==> src/rtl/signal_period_meter.sv <==
// Measures period and high time of a clock-synchronous periodic signal, edge to edge,
// with a ready/valid output holding register, stall detection and a sticky loss flag.
module signal_period_meter #(
    parameter int WORD_WIDTH   = 16,
    parameter int STALL_CYCLES = 1000
) (
    input  logic                  clock,
    input  logic                  clear,
    input  logic                  signal_in,
    output logic [WORD_WIDTH-1:0] period,
    output logic [WORD_WIDTH-1:0] high_time,
    output logic                  measurement_valid,
    input  logic                  measurement_ready,
    output logic                  stalled,
    output logic                  measurement_lost
);

    localparam logic [WORD_WIDTH-1:0] ONE         = WORD_WIDTH'(1);
    localparam logic [WORD_WIDTH-1:0] STALL_LIMIT = WORD_WIDTH'(STALL_CYCLES);

    typedef enum logic {
        WAIT_FIRST = 1'b0,
        MEASURE    = 1'b1
    } state_t;

    state_t                state_q, state_d;
    logic                  prev_q, prev_d;
    logic [WORD_WIDTH-1:0] period_count_q, period_count_d;
    logic [WORD_WIDTH-1:0] high_count_q, high_count_d;
    logic [WORD_WIDTH-1:0] period_q, period_d;
    logic [WORD_WIDTH-1:0] high_time_q, high_time_d;
    logic                  valid_q, valid_d;
    logic                  stalled_q, stalled_d;
    logic                  lost_q, lost_d;

    logic                  rise;
    logic                  capture;
    logic                  hold;
    logic                  accept;

    // prev resets to 1 so a line already high out of reset is not seen as an edge.
    assign rise   = signal_in & ~prev_q;
    assign prev_d = signal_in;

    always_comb begin
        state_d        = state_q;
        period_count_d = period_count_q;
        high_count_d   = high_count_q;
        stalled_d      = stalled_q;
        capture        = 1'b0;
        case (state_q)
            WAIT_FIRST: begin
                if (rise) begin
                    period_count_d = ONE;
                    high_count_d   = ONE;
                    stalled_d      = 1'b0;
                    state_d        = MEASURE;
                end
            end
            MEASURE: begin
                // An edge landing exactly on the stall limit still counts as a valid period.
                if (rise) begin
                    capture        = 1'b1;
                    period_count_d = ONE;
                    high_count_d   = ONE;
                end else if (period_count_q == STALL_LIMIT) begin
                    stalled_d = 1'b1;
                    state_d   = WAIT_FIRST;
                end else begin
                    period_count_d = period_count_q + ONE;
                    high_count_d   = high_count_q + WORD_WIDTH'(signal_in);
                end
            end
            default: begin
                state_d = WAIT_FIRST;
            end
        endcase
    end

    assign hold   = valid_q & ~measurement_ready;
    assign accept = valid_q & measurement_ready;

    always_comb begin
        period_d    = period_q;
        high_time_d = high_time_q;
        valid_d     = valid_q;
        lost_d      = lost_q;
        if (hold) begin
            if (capture) begin
                lost_d = 1'b1;
            end
        end else if (capture) begin
            period_d    = period_count_q;
            high_time_d = high_count_q;
            valid_d     = 1'b1;
        end else if (accept) begin
            valid_d = 1'b0;
        end
    end

    always_ff @(posedge clock) begin
        if (clear) begin
            state_q        <= WAIT_FIRST;
            prev_q         <= 1'b1;
            period_count_q <= '0;
            high_count_q   <= '0;
            period_q       <= '0;
            high_time_q    <= '0;
            valid_q        <= 1'b0;
            stalled_q      <= 1'b0;
            lost_q         <= 1'b0;
        end else begin
            state_q        <= state_d;
            prev_q         <= prev_d;
            period_count_q <= period_count_d;
            high_count_q   <= high_count_d;
            period_q       <= period_d;
            high_time_q    <= high_time_d;
            valid_q        <= valid_d;
            stalled_q      <= stalled_d;
            lost_q         <= lost_d;
        end
    end

    assign period            = period_q;
    assign high_time         = high_time_q;
    assign measurement_valid = valid_q;
    assign stalled           = stalled_q;
    assign measurement_lost  = lost_q;

endmodule

==> config.mk <==
export PLATFORM = sky130hd
export DESIGN_NAME = signal_period_meter
export DESIGN_NICKNAME = d
export VERILOG_FILES = /design/src/rtl/signal_period_meter.sv
export SDC_FILE = /design/constraint.sdc
export NUM_CORES = 1
export LEC_CHECK = 0
export ABC_AREA = 1
export ABC_CLOCK_PERIOD_IN_PS = 2150
export BUFFER_PORTS_ARGS = -buffer_cell sky130_fd_sc_hd__buf_2
export CAP_MARGIN = 5
export CORE_MARGIN = 1.5
export CORE_UTILIZATION = 57
export CTS_CLUSTER_SIZE = 16
export DETAILED_ROUTE_END_ITERATION = 10
export PLACE_DENSITY = 0.78
export SKIP_CTS_REPAIR_TIMING = 1
export SKIP_LAST_GASP = 1
export SLEW_MARGIN = 20
export SYNTH_ARGS = -nofsm -noshare
export SYNTH_HDL_FRONTEND = slang
export SYNTH_SLANG_ARGS = --single-unit
==> constraint.sdc <==
create_clock -name clock -period 2.15 [get_ports clock]
set_clock_uncertainty 0.1 [all_clocks]
set_input_delay 0.43 -clock clock [delete_from_list [all_inputs] [get_ports clock]]
set_output_delay 0.43 -clock clock [all_outputs]
set_load 0.01 [all_outputs]
# After elaboration in Yosys (flattened, before gate mapping)
# Cells that the tools add are included.
word_totals:
  regBits: 69
  out_inout_bits: 35
  inputBits: 4
  elab_cells: 47
classes:
  reduce_logical: 6
  eq_ne: 5
  addsub: 2
  n_bitwise: 7
  muxes: 18
op_table:
  columns: ["op", "count"]
  rows:
  - ["$mux W16", 5]
  - ["$pmux W16 S2", 2]
  - ["$add A16 B1 Y16", 1]
  - ["$add A16 B1 Y16 const B", 1]
  - ["$eq A16 B10 Y1 const B", 1]
  - ["$mux W1", 9]
  - ["$reduce_and A2 Y1", 4]
  - ["$ne A2 B2 Y1 const B", 2]
  - ["$not A1 Y1", 4]
  - ["$pmux W1 S2", 2]
  - ["$and A1 B1 Y1", 3]
  - ["$ne A3 B3 Y1 const B", 1]
  - ["$reduce_and A3 Y1", 1]
  - ["$ne A2 B1 Y1 const B", 1]
  - ["$reduce_bool A2 Y1", 1]

# Logic depth before layout (Yosys ltp)
# Gate-level depths: netlist of the first run.
depth:
  ltp_word: 6
  ltp_mapped: 10
  depth_no_buf: 10

# Least setup slack after synthesis of the first run
# OpenSTA, ideal clock, no wires.
synth_path:
  kind: "input port to flip-flop"
  startpoint: "in signal_in"
  endpoint: "reg high_count_q[9]"
  path_slack_ns: 0.650
  path_buffers: 0
  required_ns: 1.918
  path_stages: 10
  setup_time_ns: 0.132
  arrival_time_ns: 1.268
  cell_sequence: "ha_1 -> nand2_1 -> nor2_2 -> nand2_1 -> inv_1 -> nand2_1 -> nand2_1 -> nand2_1 -> nand2_1 -> a21oi_1"
synth_via:
  elab_chain_len: 4
  word_cells_on_any_way: 8
  classes_between: "add/sub (1); eq/ne (2); mux (3); bitwise (1); reduce/logical (1)"
synth_rtl:
  columns: ["element", "line", "source"]
  rows:
  - ["start, declared", "9", "input logic signal_in,"]
  - ["$add A16 B1 Y16", "71", "high_count_d = high_count_q + WORD_WIDTH'(signal_in);"]
  - ["$mux W16", "66", "end else if (period_count_q == STALL_LIMIT) begin"]
  - ["$mux W16", "62", "if (rise) begin"]
  - ["$pmux W16 S2", "51", "case (state_q)"]
  - ["end signal, assigned", "116", "high_count_q <= high_count_d;"]
  - ["end, declared", "29", "logic [WORD_WIDTH-1:0] high_count_q, high_count_d;"]
# Several ways; a longest one is shown, not always the timed one. The select of a mux whose other input is x is not followed.
# A chain may end at the register's enable or synchronous reset.

# Final worst setup path of the first run
layout_path:
  startpoint: "reg period_count_q[0]"
  endpoint: "reg high_count_q[2]"
layout_via:
  elab_chain_len: 3
layout_rtl:
  columns: ["element", "line", "source"]
  rows:
  - ["start, declared", "28", "logic [WORD_WIDTH-1:0] period_count_q, period_count_d;"]
  - ["start signal, assigned", "115", "period_count_q <= period_count_d;"]
  - ["$eq A16 B10 Y1", "66", null]
  - ["$ne A3 B3 Y1 (no source line)", null, null]
  - ["$reduce_and A2 Y1 (no source line)", null, null]
# No other way between the ends.

==> reports/qor.yml, run 1 <==
status: "complete, no violations"
grt_overflow_total: 0
netlist.area_leader.share_pct: 42.86
first_global_vias: 2649
synth_top_cell_by_area: "dfxtp_1"
hold_depth: 3
gp_congestion: 0.8947
pin_count: 39
core_region_area_sq_um: 5473
end_kind: "flop"
p_per_area_nw_per_um2: 650.4
wl_per_cell_um: 12.49
startpoint_type: "flop"
root_buffer: "clkbuf_8"
n_antenna_cell: 0
fmax_mhz: 532.6
critPathMaxFanout: 22
instances_no_fill: 581
synth_area_sq_um: 3223
grt_max_degree: 43
clock-sinks: 69
rsz0062_at_grt: "false"
hold_slack_ps: 234.8
synth_edf_count: 0
clk_latency_ps: 340
io_buffers: 38
chipHeight_um: 78.20
crit_type: "flop to flop"
ctsHtreeMaxLevel: 3
dieWidth_um: 78.20
min_to: "prev_q"
nets: 512
ys_ff_latch: 69
initial_utilization_pct: 58.89
reg2reg_to: "high_count_q[2]"
cts_tree: "built"
vias: 3109
worst_slew_pin_slew_ps: 433.0
ys_top_cells_by_count: "nand2_1 (124), dfxtp_1 (69), a21oi_1 (57)"
dieArea_sq_um: 6114
ff2ff_path_depth: 9
crit_required_ps: 2320
drt_iter0_drc: 226
synth.avg_cell_area_sq_um: 6.887
setup_viol: 0
ys_warn_count: 0
min_from: "signal_in"
peakVddDrop_v: 0.0006179
drtAntennaViolNets: 0
synth_ff_type: "dfxtp_1"
fillerInstances: 511
drcViolationCount: 0
routed_wl_um: 7256
cts_buffer_depth: 2
drive_gt1_share_pct: 15.13
slew_viol_final: 0
synth_fp_nets: 476
antenna_found_initial: 0
async_flop_share_pct: 0
yosysSeqAreaShare_pct: 42.86
r2r-start: "period_count_q[0]"
seqCellArea_sq_um: 1381
syn2layout_area_growth_pct: 12.89
hold_viol: 0
power.leakage_nw: 1.512
multi_input_area_sq_um: 1588
grt_pass1_wl_um: 12190
routed_via_density: 5.351
dr.pass1.iters: 5
synthTopCellsByArea: "dfxtp_1 (43%), nand2_1 (14%), a21oi_1 (8.9%), nor2_1 (6.5%), o21ai_0 (6.5%)"
grt_usage_pct: 25.11
final.period_utilization_pct: 87.34
max_cap_viol_count: 0
cts_inserted_buffers: 9
rows: 27
period_needed_ps: 1878
clk_pin_slew_ps: 80
dp_cells: 565
dp_hpwl_um: 4888
min_path_type: "input pin to flop"
arrival_ps: 2050
yosysMostFrequentCell: "nand2_1"
reg2reg_slack_ps: 270
relSlewSlack_pct: 71.09
synth_cells: 468
ys_types: 23
tns_ps: 0
==> cell families after synthesis <==
logic type	share of synthesized area (%)
buf+inv	8.269
xor+xnor	2.717
compound gates	15.95
flops	42.86
simple gates	28.65
fa+ha+maj	1.553
==> layout make-up <==
cell class | count | share of cell area (%)
inverter | 42 | 4.367
clock buffer | 12 | 4.264
clock inverter | 4 | 0.6190
sequential | 69 | 37.96
timing repair buffer | 45 | 6.671
multi-input combinational | 337 | 43.64
tap | 72 | 2.476
==> worst max-delay path, cell delays in order, from the launching register on <==
cell	delay, ps
dfxtp_1	420
inv_1	120
ha_1	220
nand3_1	120
nor2_4	60
nand2_1	60
nand3_2	100
inv_2	360
nand2_1	100
a21oi_1	140
==> sequential cells by signal (all words and copies together), names as in the netlist <==
name,count
high_count_q,16
high_time,16
period,16
period_count_q,16
measurement_lost,1
measurement_valid,1
prev_q,1
stalled,1
state_q,1
==> per-layer routing <==
layer | global-route usage (%) | vias to the layer above | wire, um
met5 | 0 | - | 0
met4 | 7.143 | 0 | 83
met3 | 6.279 | 11 | 386
met2 | 37.57 | 90 | 3135
met1 | 35.87 | 1428 | 3649
li1 | - | 1580 | -
==> where the power goes <==
| group | total [W] | internal [W] | switching, W |
|---|---|---|---|
| registers | 0.00130 | 0.00129 | 0.00000902 |
| clock network | 0.000957 | 0.000476 | 0.000481 |
| logic | 0.000109 | 0.0000300 | 0.0000786 |
| total | 0.00237 | 0.00180 | 0.000569 |
==> cell usage in the layout, fill, tap and decap left out <==
cell type,instances
nand3_1,17
a21oi_1,57
o21ai_1,1
clkbuf_1,1
nand4_1,12
clkinvlp_4,1
buf_4,7
dfxtp_1,69
nand2_1,124
o21ai_0,42
buf_2,38
a31oi_1,1
clkinv_2,4
nand2_2,2
nor2_1,55
xor2_1,10
nand3_2,2
o21a_1,1
inv_1,38
ha_1,4
nand2_4,1
inv_2,3
clkbuf_8,11
nor2_2,6
nor2_4,2
==> per-stage QoR <==
| stage | setup WS (ps) | total power [W] | instance area, sq um | util, % |
|---|---|---|---|---|
| 2_1_floorplan | 650.2 | 0.001410 | 3223 | - |
| 3_3_place_gp | 281.6 | 0.001433 | 3456 | 63.15 |
| 3_5_place_dp | 206.8 | 0.001436 | 3456 | 63.15 |
| 4_1_cts | 206.1 | 0.002369 | 3633 | 66.39 |
| 5_1_grt | 159.5 | 0.002446 | 3638 | 66.48 |
| 6_report | 272.3 | 0.002367 | 3638 | 66.48 |
==> worst max-delay path by stage <==
stage / cells past startpoint / slack (ps) / from / endpoint
after floorplan: 10 / 650 / signal_in / high_count_q[9]
after global placement: 8 / 280 / period_count_q[0] / period_count_q[7]
after detailed placement: 8 / 210 / signal_in / high_count_q[11]
after CTS: 8 / 210 / period_count_q[0] / high_count_q[11]
after global routing: 9 / 160 / period_count_q[0] / high_count_q[2]
final: 9 / 270 / period_count_q[0] / high_count_q[2]
(Power assumes the default switching activity.)
==> run 2: changes to the inputs <==
- CAP_MARGIN: 5 -> unset
- GPL_TIMING_DRIVEN: unset -> 0
- PLACE_DENSITY: 0.78 -> 0.75
==> run 2 against run 1 <==
Compared with the run above:
- cell count is 2.1% higher
- setup slack better by 110 ps
- sequential cell count stayed put
- sequential power hardly changed
- register-to-register slack better by 110 ps
- sequential share of layout area is 0.88 points lower
==> reports/qor.yml, run 2 (synthesis results as in run 1) <==
final.period_utilization_pct: 82.26  # -5.1 points
cts_buffer_depth: 2  # unchanged
dieArea_sq_um: 6114  # unchanged
cp_top_family: "simple AND/OR/NAND/NOR gates"
ff2ff_path_depth: 6  # -3
cp.depth: 6  # -3
hold_slack_ps: 232.9  # -1.896 ps
clk_pin_slew_ps: 70  # about the same
tns_ps: 0  # unchanged
hold_depth: 3  # unchanged
reg2reg_slack_ps: 380  # +110 ps
crit_type: "flop to flop"
setup_viol: 0  # unchanged
instances_no_fill: 593  # +2.1%
fmax_mhz: 565.4  # +6.2%
startpoint_type: "flop"
cp_slowest_cell: "clkbuf_1"
peakVddDrop_v: 0.0004682  # -24%
dp_cells: 577  # +2.1%
drtAntennaViolNets: 0  # unchanged
critPathCapture: "high_time[14]"
final_cell_mix: "nand2_1 (124), dfxtp_1 (69), a21oi_1 (57)"
initial_utilization_pct: 58.89  # unchanged
reg2reg_to: "high_time[14]"
power.leakage_nw: 1.561  # +3.2%
worst-path-buf-inv: 1  # -1
wl_per_cell_um: 13.47  # +7.9%
p_per_area_nw_per_um2: 707.4  # +8.8%
root_buffer: "clkbuf_8"
dr.pass1.iters: 5  # unchanged
seqCellArea_sq_um: 1381  # unchanged
cts_inserted_buffers: 9  # unchanged
fillerInstances: 514  # +0.59%
arrival_ps: 1950  # -100 ps
critPathMaxFanout: 10  # -55%
n_antenna_cell: 0  # unchanged
r2r-start: "prev_q"
max_stage_delay_ps: 440  # +20 ps
worst_slew_pin_slew_ps: 569.4  # +136.5 ps
slew_viol_final: 0  # unchanged
min_path_type: "input pin to flop"
grt_usage_pct: 28.47  # +3.4 points
core_region_area_sq_um: 5473  # unchanged
first_global_vias: 2901  # +9.5%
nets: 524  # +2.3%
relSlewSlack_pct: 62.04  # -9.1 points
ctsHtreeMaxLevel: 3  # unchanged
final_common_cell: "nand2_1"
syn2layout_area_growth_pct: 15.57
drt_iter0_drc: 200  # -12%
crit_path_cell_trace: "nor2_2 -> nand2_1 -> nor2_1 -> clkbuf_1 -> o21ai_0 -> a21oi_1"
utilization_pct: 68.06  # +1.6 points
io_buffers: 37  # -2.6%
grt_pass1_wl_um: 13510  # +11%
routed_wl_um: 7988  # +10%
hold_viol: 0  # unchanged
period_needed_ps: 1769  # -109.1 ps
vias: 3146  # +1.2%
crit_required_ps: 2330  # about the same
rsz0062_at_grt: "false"
antenna_found_initial: 0  # unchanged
critPathLaunch: "prev_q"
dieWidth_um: 78.20  # unchanged
clock-sinks: 69  # unchanged
drcViolationCount: 0  # unchanged
dp_hpwl_um: 5601  # +15%
pin_count: 39  # unchanged
grt_overflow_total: 0  # unchanged
chipHeight_um: 78.20  # unchanged
grt_max_degree: 12  # -72%
routed_via_density: 5.305  # -0.86%
clk_latency_ps: 350  # about the same
multi_input_area_sq_um: 1575  # -0.79%
drive_gt1_share_pct: 14.97  # -0.16 points
gp_congestion: 0.9277  # +3.7%
power_w: 0.002635  # +11%
status: "complete, no violations"
cts_tree: "built"
end_kind: "flop"
rows: 27  # unchanged
max_cap_viol_count: 0  # unchanged
## run 2: routing by layer
| layer | up-vias | share of wire (%) | global-route usage (%) | wire (um) |
|---|---|---|---|---|
| met3 | 12 | 7.1 | 6.163 | 567 |
| met4 | 0 | 1.9 | 12.68 | 153 |
| met2 | 110 | 43 | 44.09 | 3427 |
| li1 | 1609 | - | - | - |
| met1 | 1415 | 48 | 38.10 | 3840 |
| met5 | - | 0 | 0 | 0 |
## run 2: how the worst min path moves through the flow
stage / slack, ps / endpoint / start
after floorplan: 360 / high_count_q[12] / high_count_q[12]
after global placement: 340 / stalled / stalled
after detailed placement: 350 / stalled / stalled
after CTS: 230 / prev_q / signal_in
after global routing: 260 / prev_q / signal_in
final: 230 / prev_q / signal_in
## run 2: report_power, final
| part | internal [W] | total [W] | switching [W] |
|---|---|---|---|
| Sequential | 0.00129 | 0.00130 | 0.00000927 |
| Combinational | 0.0000378 | 0.000125 | 0.0000869 |
| Clock | 0.000718 | 0.00121 | 0.000491 |
## run 2: worst min-delay path, cell delays in order
cell	delay, ps
buf_2	110
inv_1	60
nand2_1	50
## run 2: through the flow
| step | setup WS (ps) | cell area [sq um] |
|---|---|---|
| after floorplan | 650.2 | 3223 |
| after global placement | 115.4 | 3498 |
| after detailed placement | 142.5 | 3498 |
| after CTS | 380.8 | 3725 |
| after global routing | 148.0 | 3725 |
| final | 381.4 | 3725 |
## run 2: cell type report
class,count,share of cell area (%)
Tap cell,72,2.419
Sequential cell,69,37.08
Timing Repair Buffer,37,4.971
Inverter,42,4.266
Buffer,20,2.889
Clock buffer,13,4.266
Multi-Input combinational cell,337,42.29
Clock inverter,3,1.814
